<file path="src/rtl/btn_pkg.sv">
// btn_pkg: shared types and constants for the button input front-end.
//   - jump FSM state encoding
//   - jump_dir encodings (DIR_NONE / DIR_LEFT / DIR_RIGHT)
//   - button index map into the packed debouncer bus
//   - dir_encode(): direction from the two debounced side levels
package btn_pkg;

  typedef enum logic [1:0] {
    ST_IDLE     = 2'd0,
    ST_CHARGE   = 2'd1,
    ST_FIRE     = 2'd2,
    ST_WAIT_REL = 2'd3
  } jump_state_e;

  localparam logic [1:0] DIR_NONE  = 2'b00;
  localparam logic [1:0] DIR_LEFT  = 2'b01;
  localparam logic [1:0] DIR_RIGHT = 2'b10;

  // Bit positions of each button on the packed raw/level buses.
  localparam int NUM_BTN   = 3;
  localparam int BTN_LEFT  = 0;
  localparam int BTN_RIGHT = 1;
  localparam int BTN_JUMP  = 2;

  // Both sides held cancel out to "no direction".
  function automatic logic [1:0] dir_encode(input logic left_lvl, input logic right_lvl);
    logic [1:0] dir;
    case ({right_lvl, left_lvl})
      2'b01:   dir = DIR_LEFT;
      2'b10:   dir = DIR_RIGHT;
      default: dir = DIR_NONE;
    endcase
    return dir;
  endfunction

endpackage

</file>
<file path="src/rtl/btn_debounce.sv">
// btn_debounce: one button channel.
//   2-flop synchroniser followed by a stability counter. The level only
//   toggles after the synchronised input has disagreed with it for
//   DEB_CYCLES consecutive cycles; any agreement clears the counter, so
//   shorter glitches never reach the level.
// Ports:
//   sys_clk    in  system clock
//   sys_rst_n  in  synchronous active-low reset
//   raw_i      in  raw asynchronous button pin
//   lvl_o      out debounced level
module btn_debounce #(
  parameter int DEB_CYCLES = 1_000_000
) (
  input  logic sys_clk,
  input  logic sys_rst_n,
  input  logic raw_i,
  output logic lvl_o
);

  localparam int CNT_W = (DEB_CYCLES > 1) ? $clog2(DEB_CYCLES) : 1;
  localparam logic [CNT_W-1:0] CNT_LAST = CNT_W'(DEB_CYCLES - 1);

  logic [1:0]       sync_q;
  logic [CNT_W-1:0] cnt_q, cnt_d;
  logic             lvl_q, lvl_d;

  always_comb begin
    cnt_d = cnt_q;
    lvl_d = lvl_q;
    if (sync_q[1] == lvl_q) begin
      cnt_d = '0;
    end else if (cnt_q == CNT_LAST) begin
      cnt_d = '0;
      lvl_d = ~lvl_q;
    end else begin
      cnt_d = cnt_q + CNT_W'(1);
    end
  end

  always_ff @(posedge sys_clk) begin
    if (!sys_rst_n) begin
      sync_q <= '0;
      cnt_q  <= '0;
      lvl_q  <= 1'b0;
    end else begin
      sync_q <= {sync_q[0], raw_i};
      cnt_q  <= cnt_d;
      lvl_q  <= lvl_d;
    end
  end

  assign lvl_o = lvl_q;

endmodule

</file>
<file path="src/rtl/btn_input_ctrl.sv">
// btn_input_ctrl: input front-end between the board buttons and the game core.
//   Debounces left/right/jump, emits rising-edge press pulses for left/right
//   and turns a hold-and-release of jump into a single jump_fire event
//   carrying a charge magnitude and a direction.
// Optional feature: define JUMP_AUTOFIRE_EN to fire automatically the cycle
//   the charge saturates; the FSM then waits for release before re-arming.
// Ports:
//   sys_clk, sys_rst_n           clock, synchronous active-low reset
//   enable                       game active; low forces IDLE, gates pulses/fire
//   left, right, jump            raw button pins
//   left_lvl/right_lvl/jump_lvl  debounced levels
//   left_pulse, right_pulse      one-cycle press pulses
//   charging                     FSM is in CHARGE
//   jump_fire                    one-cycle jump event
//   jump_charge                  charge captured at fire (held until next fire)
//   jump_dir                     direction captured at fire
module btn_input_ctrl
  import btn_pkg::*;
#(
  parameter int DEB_CYCLES  = 1_000_000,
  parameter int CHARGE_TICK = 2_000_000,
  parameter int CHARGE_MAX  = 31,
  parameter int CHARGE_W    = 5
) (
  input  logic                sys_clk,
  input  logic                sys_rst_n,
  input  logic                enable,
  input  logic                left,
  input  logic                right,
  input  logic                jump,
  output logic                left_lvl,
  output logic                right_lvl,
  output logic                jump_lvl,
  output logic                left_pulse,
  output logic                right_pulse,
  output logic                charging,
  output logic                jump_fire,
  output logic [CHARGE_W-1:0] jump_charge,
  output logic [1:0]          jump_dir
);

  localparam int TICK_W = (CHARGE_TICK > 1) ? $clog2(CHARGE_TICK) : 1;
  localparam logic [TICK_W-1:0]   TICK_LAST = TICK_W'(CHARGE_TICK - 1);
  localparam logic [CHARGE_W-1:0] CHG_MAX   = CHARGE_W'(CHARGE_MAX);

  // ---------------------------------------------------------------- debounce
  logic [NUM_BTN-1:0] raw, lvl, lvl_prev_q, rise;

  assign raw = {jump, right, left};

  btn_debounce #(.DEB_CYCLES(DEB_CYCLES)) u_deb [NUM_BTN-1:0] (
    .sys_clk   (sys_clk),
    .sys_rst_n (sys_rst_n),
    .raw_i     (raw),
    .lvl_o     (lvl)
  );

  // lvl_prev_q tracks regardless of enable, so a button already held when
  // enable rises never looks like a fresh press.
  assign rise = lvl & ~lvl_prev_q;

  logic [1:0] pulse_q;

  always_ff @(posedge sys_clk) begin
    if (!sys_rst_n) begin
      lvl_prev_q <= '0;
      pulse_q    <= '0;
    end else begin
      lvl_prev_q <= lvl;
      pulse_q    <= enable ? rise[BTN_RIGHT:BTN_LEFT] : 2'b00;
    end
  end

  // --------------------------------------------------------------- jump FSM
  jump_state_e          state_q, state_d;
  logic [TICK_W-1:0]    tick_q, tick_d;
  logic [CHARGE_W-1:0]  charge_q, charge_d;
  logic [CHARGE_W-1:0]  jump_charge_q;
  logic [1:0]           jump_dir_q;
  logic                 fire_take;

  // Charge datapath. Computed before the state decision so that a release
  // coinciding with tick expiry fires with the incremented value.
  always_comb begin
    tick_d   = '0;
    charge_d = '0;
    if (enable && state_q == ST_CHARGE) begin
      if (tick_q == TICK_LAST) begin
        tick_d   = '0;
        charge_d = (charge_q == CHG_MAX) ? charge_q : charge_q + CHARGE_W'(1);
      end else begin
        tick_d   = tick_q + TICK_W'(1);
        charge_d = charge_q;
      end
    end
  end

  // Next-state logic.
  always_comb begin
    state_d = state_q;
    if (!enable) begin
      state_d = ST_IDLE;
    end else begin
      case (state_q)
        ST_IDLE:   if (rise[BTN_JUMP]) state_d = ST_CHARGE;
`ifdef JUMP_AUTOFIRE_EN
        ST_CHARGE: if (!lvl[BTN_JUMP] || charge_d == CHG_MAX) state_d = ST_FIRE;
        ST_FIRE:   state_d = ST_WAIT_REL;
        ST_WAIT_REL: if (!lvl[BTN_JUMP]) state_d = ST_IDLE;
`else
        ST_CHARGE: if (!lvl[BTN_JUMP]) state_d = ST_FIRE;
        ST_FIRE:   state_d = ST_IDLE;
`endif
        default:   state_d = ST_IDLE;
      endcase
    end
  end

  // Capture on the CHARGE->FIRE transition so the held outputs are already
  // valid in the cycle jump_fire is high.
  assign fire_take = (state_q == ST_CHARGE) && (state_d == ST_FIRE);

  // State register and capture registers.
  always_ff @(posedge sys_clk) begin
    if (!sys_rst_n) begin
      state_q       <= ST_IDLE;
      tick_q        <= '0;
      charge_q      <= '0;
      jump_charge_q <= '0;
      jump_dir_q    <= DIR_NONE;
    end else begin
      state_q  <= state_d;
      tick_q   <= tick_d;
      charge_q <= charge_d;
      if (fire_take) begin
        jump_charge_q <= charge_d;
        jump_dir_q    <= dir_encode(lvl[BTN_LEFT], lvl[BTN_RIGHT]);
      end
    end
  end

  // Output decode.
  always_comb begin
    charging  = (state_q == ST_CHARGE);
    jump_fire = (state_q == ST_FIRE) && enable;
  end

  assign left_lvl    = lvl[BTN_LEFT];
  assign right_lvl   = lvl[BTN_RIGHT];
  assign jump_lvl    = lvl[BTN_JUMP];
  assign left_pulse  = pulse_q[0];
  assign right_pulse = pulse_q[1];
  assign jump_charge = jump_charge_q;
  assign jump_dir    = jump_dir_q;

endmodule

</file>
<file path="config.mk">
export PLATFORM = sky130hd
export DESIGN_NAME = btn_input_ctrl
export DESIGN_NICKNAME = d
export VERILOG_FILES = /design/src/rtl/btn_pkg.sv /design/src/rtl/btn_debounce.sv /design/src/rtl/btn_input_ctrl.sv
export SDC_FILE = /design/constraint.sdc
export NUM_CORES = 1
export LEC_CHECK = 0
export CAP_MARGIN = 10
export CORE_MARGIN = 2
export CORE_UTILIZATION = 65
export CTS_CLUSTER_SIZE = 20
export DETAILED_ROUTE_END_ITERATION = 12
export GPL_TIMING_DRIVEN = 0
export PLACE_DENSITY_LB_ADDON = 0.05
export SYNTH_ARGS = -nofsm -noshare
export SYNTH_HDL_FRONTEND = slang
export SYNTH_HIERARCHICAL = 1
export SYNTH_SLANG_ARGS = --single-unit
</file>
<file path="constraint.sdc">
create_clock -name sys_clk -period 4.25 [get_ports sys_clk]
set_input_delay 0.85 -clock sys_clk [delete_from_list [all_inputs] [get_ports sys_clk]]
set_output_delay 0.85 -clock sys_clk [all_outputs]
set_load 0.01 [all_outputs]
</file>
==> run metrics <==
Syn Nets 548; Max IR drop VDD 0.000203 V; Tcrit/Tclk final 0.720; pwr dens 323 nW/um^2; most common cell after layout, fill and taps aside dfxtp_1; share of layout cells above drive strength 1 0.0629; most frequent cells in the layout dfxtp_1, nor2_1, nand2_1; sequential share of the synthesized area 0.461; DIE HEIGHT 89.3 um; CTS root buffer clkbuf_8; final global-route overflow total 0; Top FF cell, synth dfxtp_1; die area 7970 sq um; FP Rows 31; EDFF count, synth 0; area grow syn2layout 11.0%; Rel. slew slack 0.506; slowest cell on the critical path clkdlybuf4s50_1; final-stage net count 578; largest net degree at the start of global routing 24; Setup crit end kind output pin; final instance area 5250 sq um; crit path kind in2out; Post-Synth XOR/XNOR Area 0.0889; Synth Register Bits 109; final setup fails 0; CP top delay family buffers and inverters; Hold Path Class reg2reg; Initial Util 0.663; core region area 7140 sq um; maxcap violations 0; wire length on met3 276 um; total number of vias 3867; Util after Layout 0.736; drt pass-1 iters 5; max-slew violations 0; Residual DRC 0; post-DP HPWL 6270 um; r2r setup slk 2.00 ns; clk_lat worst skew 0.35 ns; Post-Synthesis Cells 537; Synth Warn # 6; initial antenna violation count 0; Req. time, crit path 3.40 ns; Peak Freq 327 MHz; Lkg Pwr 1.58 nW; cts bufs inserted 9; main combinational cell family by area after synthesis simple AND/OR/NAND/NOR gates; I/O pins 20; Compound-Gate Fraction of Synth Area 0.108; Tightest Pin Transition 0.739 ns; DP Area 5040 sq um; n_diodes 0; met2 routed WL 4320 um; wirelength, routed 8680 um; GP Congestion 0.842; DR iter-0 viols 149; syn_area_per_cell 8.81 sq um; crit path buf inv count 2; CP cell instances clkdlybuf4s50_1 > nand2_1 > nor2_1 > clkdlybuf4s50_1; Synth Area in Adders 0.0132; element type at the critical path start primary input; CTS sink cnt 109; final hold vios 0; arrival time worst endpoint 2.21 ns; Reg area 2180 sq um; post_cts resized 0; Reg clk slew, reported paths 0.09 ns; CTS Hold Buffers Added 0; Post-Synth Simple-Gate Area 0.293; I/O Buffers 19; DRT antenna net count 0; largest fanout on the critical path 5; post-CTS setup buffers 0; Mapped Area 4730 sq um; status finished clean; GRT Util Overall 0.226; # fillers 582; critical path's largest stage delay 0.57 ns; CTS tree done; Via density 5.76; H-tree depth 3; synth unique cells 42; Top Layer Used met4; mux cell area share after synthesis 0; fraction of registers with async set/reset 0; vias in the first global route 3497; Routed WL per cell 12.9 um; Worst Skew 0.00940 ns; CTS max path bufs 2; Worst path most repeated cell clkdlybuf4s50_1; first-pass GRT wire length 14300 um; crit path time final 3.06 ns; Tot Pwr 1.70 mW; RSZ-0062 raised after global routing no; Post-Route Setup TNS 0 ns; Multi-input gate area 2380 sq um; Die Wd 89.3 um; Met1 Routed Length 3910 um
[registers in the layout (all words and copies together) (netlist names)]
| register | flops |
|---|---|
| u_deb/sync_q | 6 |
| tick_q | 21 |
| u_deb/cnt_q | 60 |
| u_deb/lvl_o | 3 |
| jump_dir | 2 |
| lvl_prev_q | 3 |
| pulse_q | 2 |
| charge_q | 5 |
| state_q | 2 |
| jump_charge | 5 |
[metrics by stage]
step,setup WS (ns),std cells,hold WS [ns]
final,1.19,671,0.398
after global routing,1.13,671,0.410
after CTS,1.16,671,0.402
after detailed placement,1.08,655,0.389
after global placement,1.14,655,0.375
after floorplan,2.35,537,0.373
[final cells by class]
cell class	instances	share of cell area
repair buffers	19	0.0362
multi-input cells	389	0.454
flip-flops and latches	109	0.416
inverters	25	0.0179
clock buffers	12	0.0257
plain buffers	14	0.0133
well taps	99	0.0236
clock inverters	4	0.0138
[synth_stat cells (all sizes together), types with 5 or more instances]
master,n,share of area
clkbuf,8,0.0071
nand4,15,0.020
and3,8,0.011
nor4bb,6,0.013
nor4,8,0.011
dfxtp,109,0.46
or4,19,0.030
nor2,62,0.049
inv,25,0.020
buf,6,0.0077
xnor2,31,0.057
nor3,12,0.013
a21oi,33,0.035
xor2,17,0.031
nand2,35,0.028
nand3,30,0.036
nor3b,5,0.0079
and2,12,0.016
o31ai,13,0.021
ha,5,0.013
o211ai,5,0.011
or3,20,0.026
a21boi,5,0.0079
o21ai,23,0.024
[cell families after synthesis]
logic type,Yosys count
simple gates,252
flops,109
compound gates,84
xor+xnor,48
buf+inv,39
fa+ha+maj,5
[per-layer routing]
metal  vias up  track usage
met5         -            0
met4         0       0.0896
met3        16       0.0452
met2        74        0.408
met1      1805        0.261
li1       1972            -
[path summary, 6_finish.rpt]
check                                  end  cells after the start           from
worst min-delay path            pulse_q[1]                      1  lvl_prev_q[1]
worst min register to register  pulse_q[1]                      1  lvl_prev_q[1]
worst max register to register  tick_q[10]                      8      tick_q[0]
worst max-delay path             jump_fire                      4         enable
[power by group]
group / leakage, nW / switching [mW] / internal (mW)
logic: 0.600 / 0.0121 / 0.00852
registers: 0.879 / 0.00180 / 1.02
clock network: 0.101 / 0.317 / 0.332
Note: power is estimated with default switching activity, not from simulation.
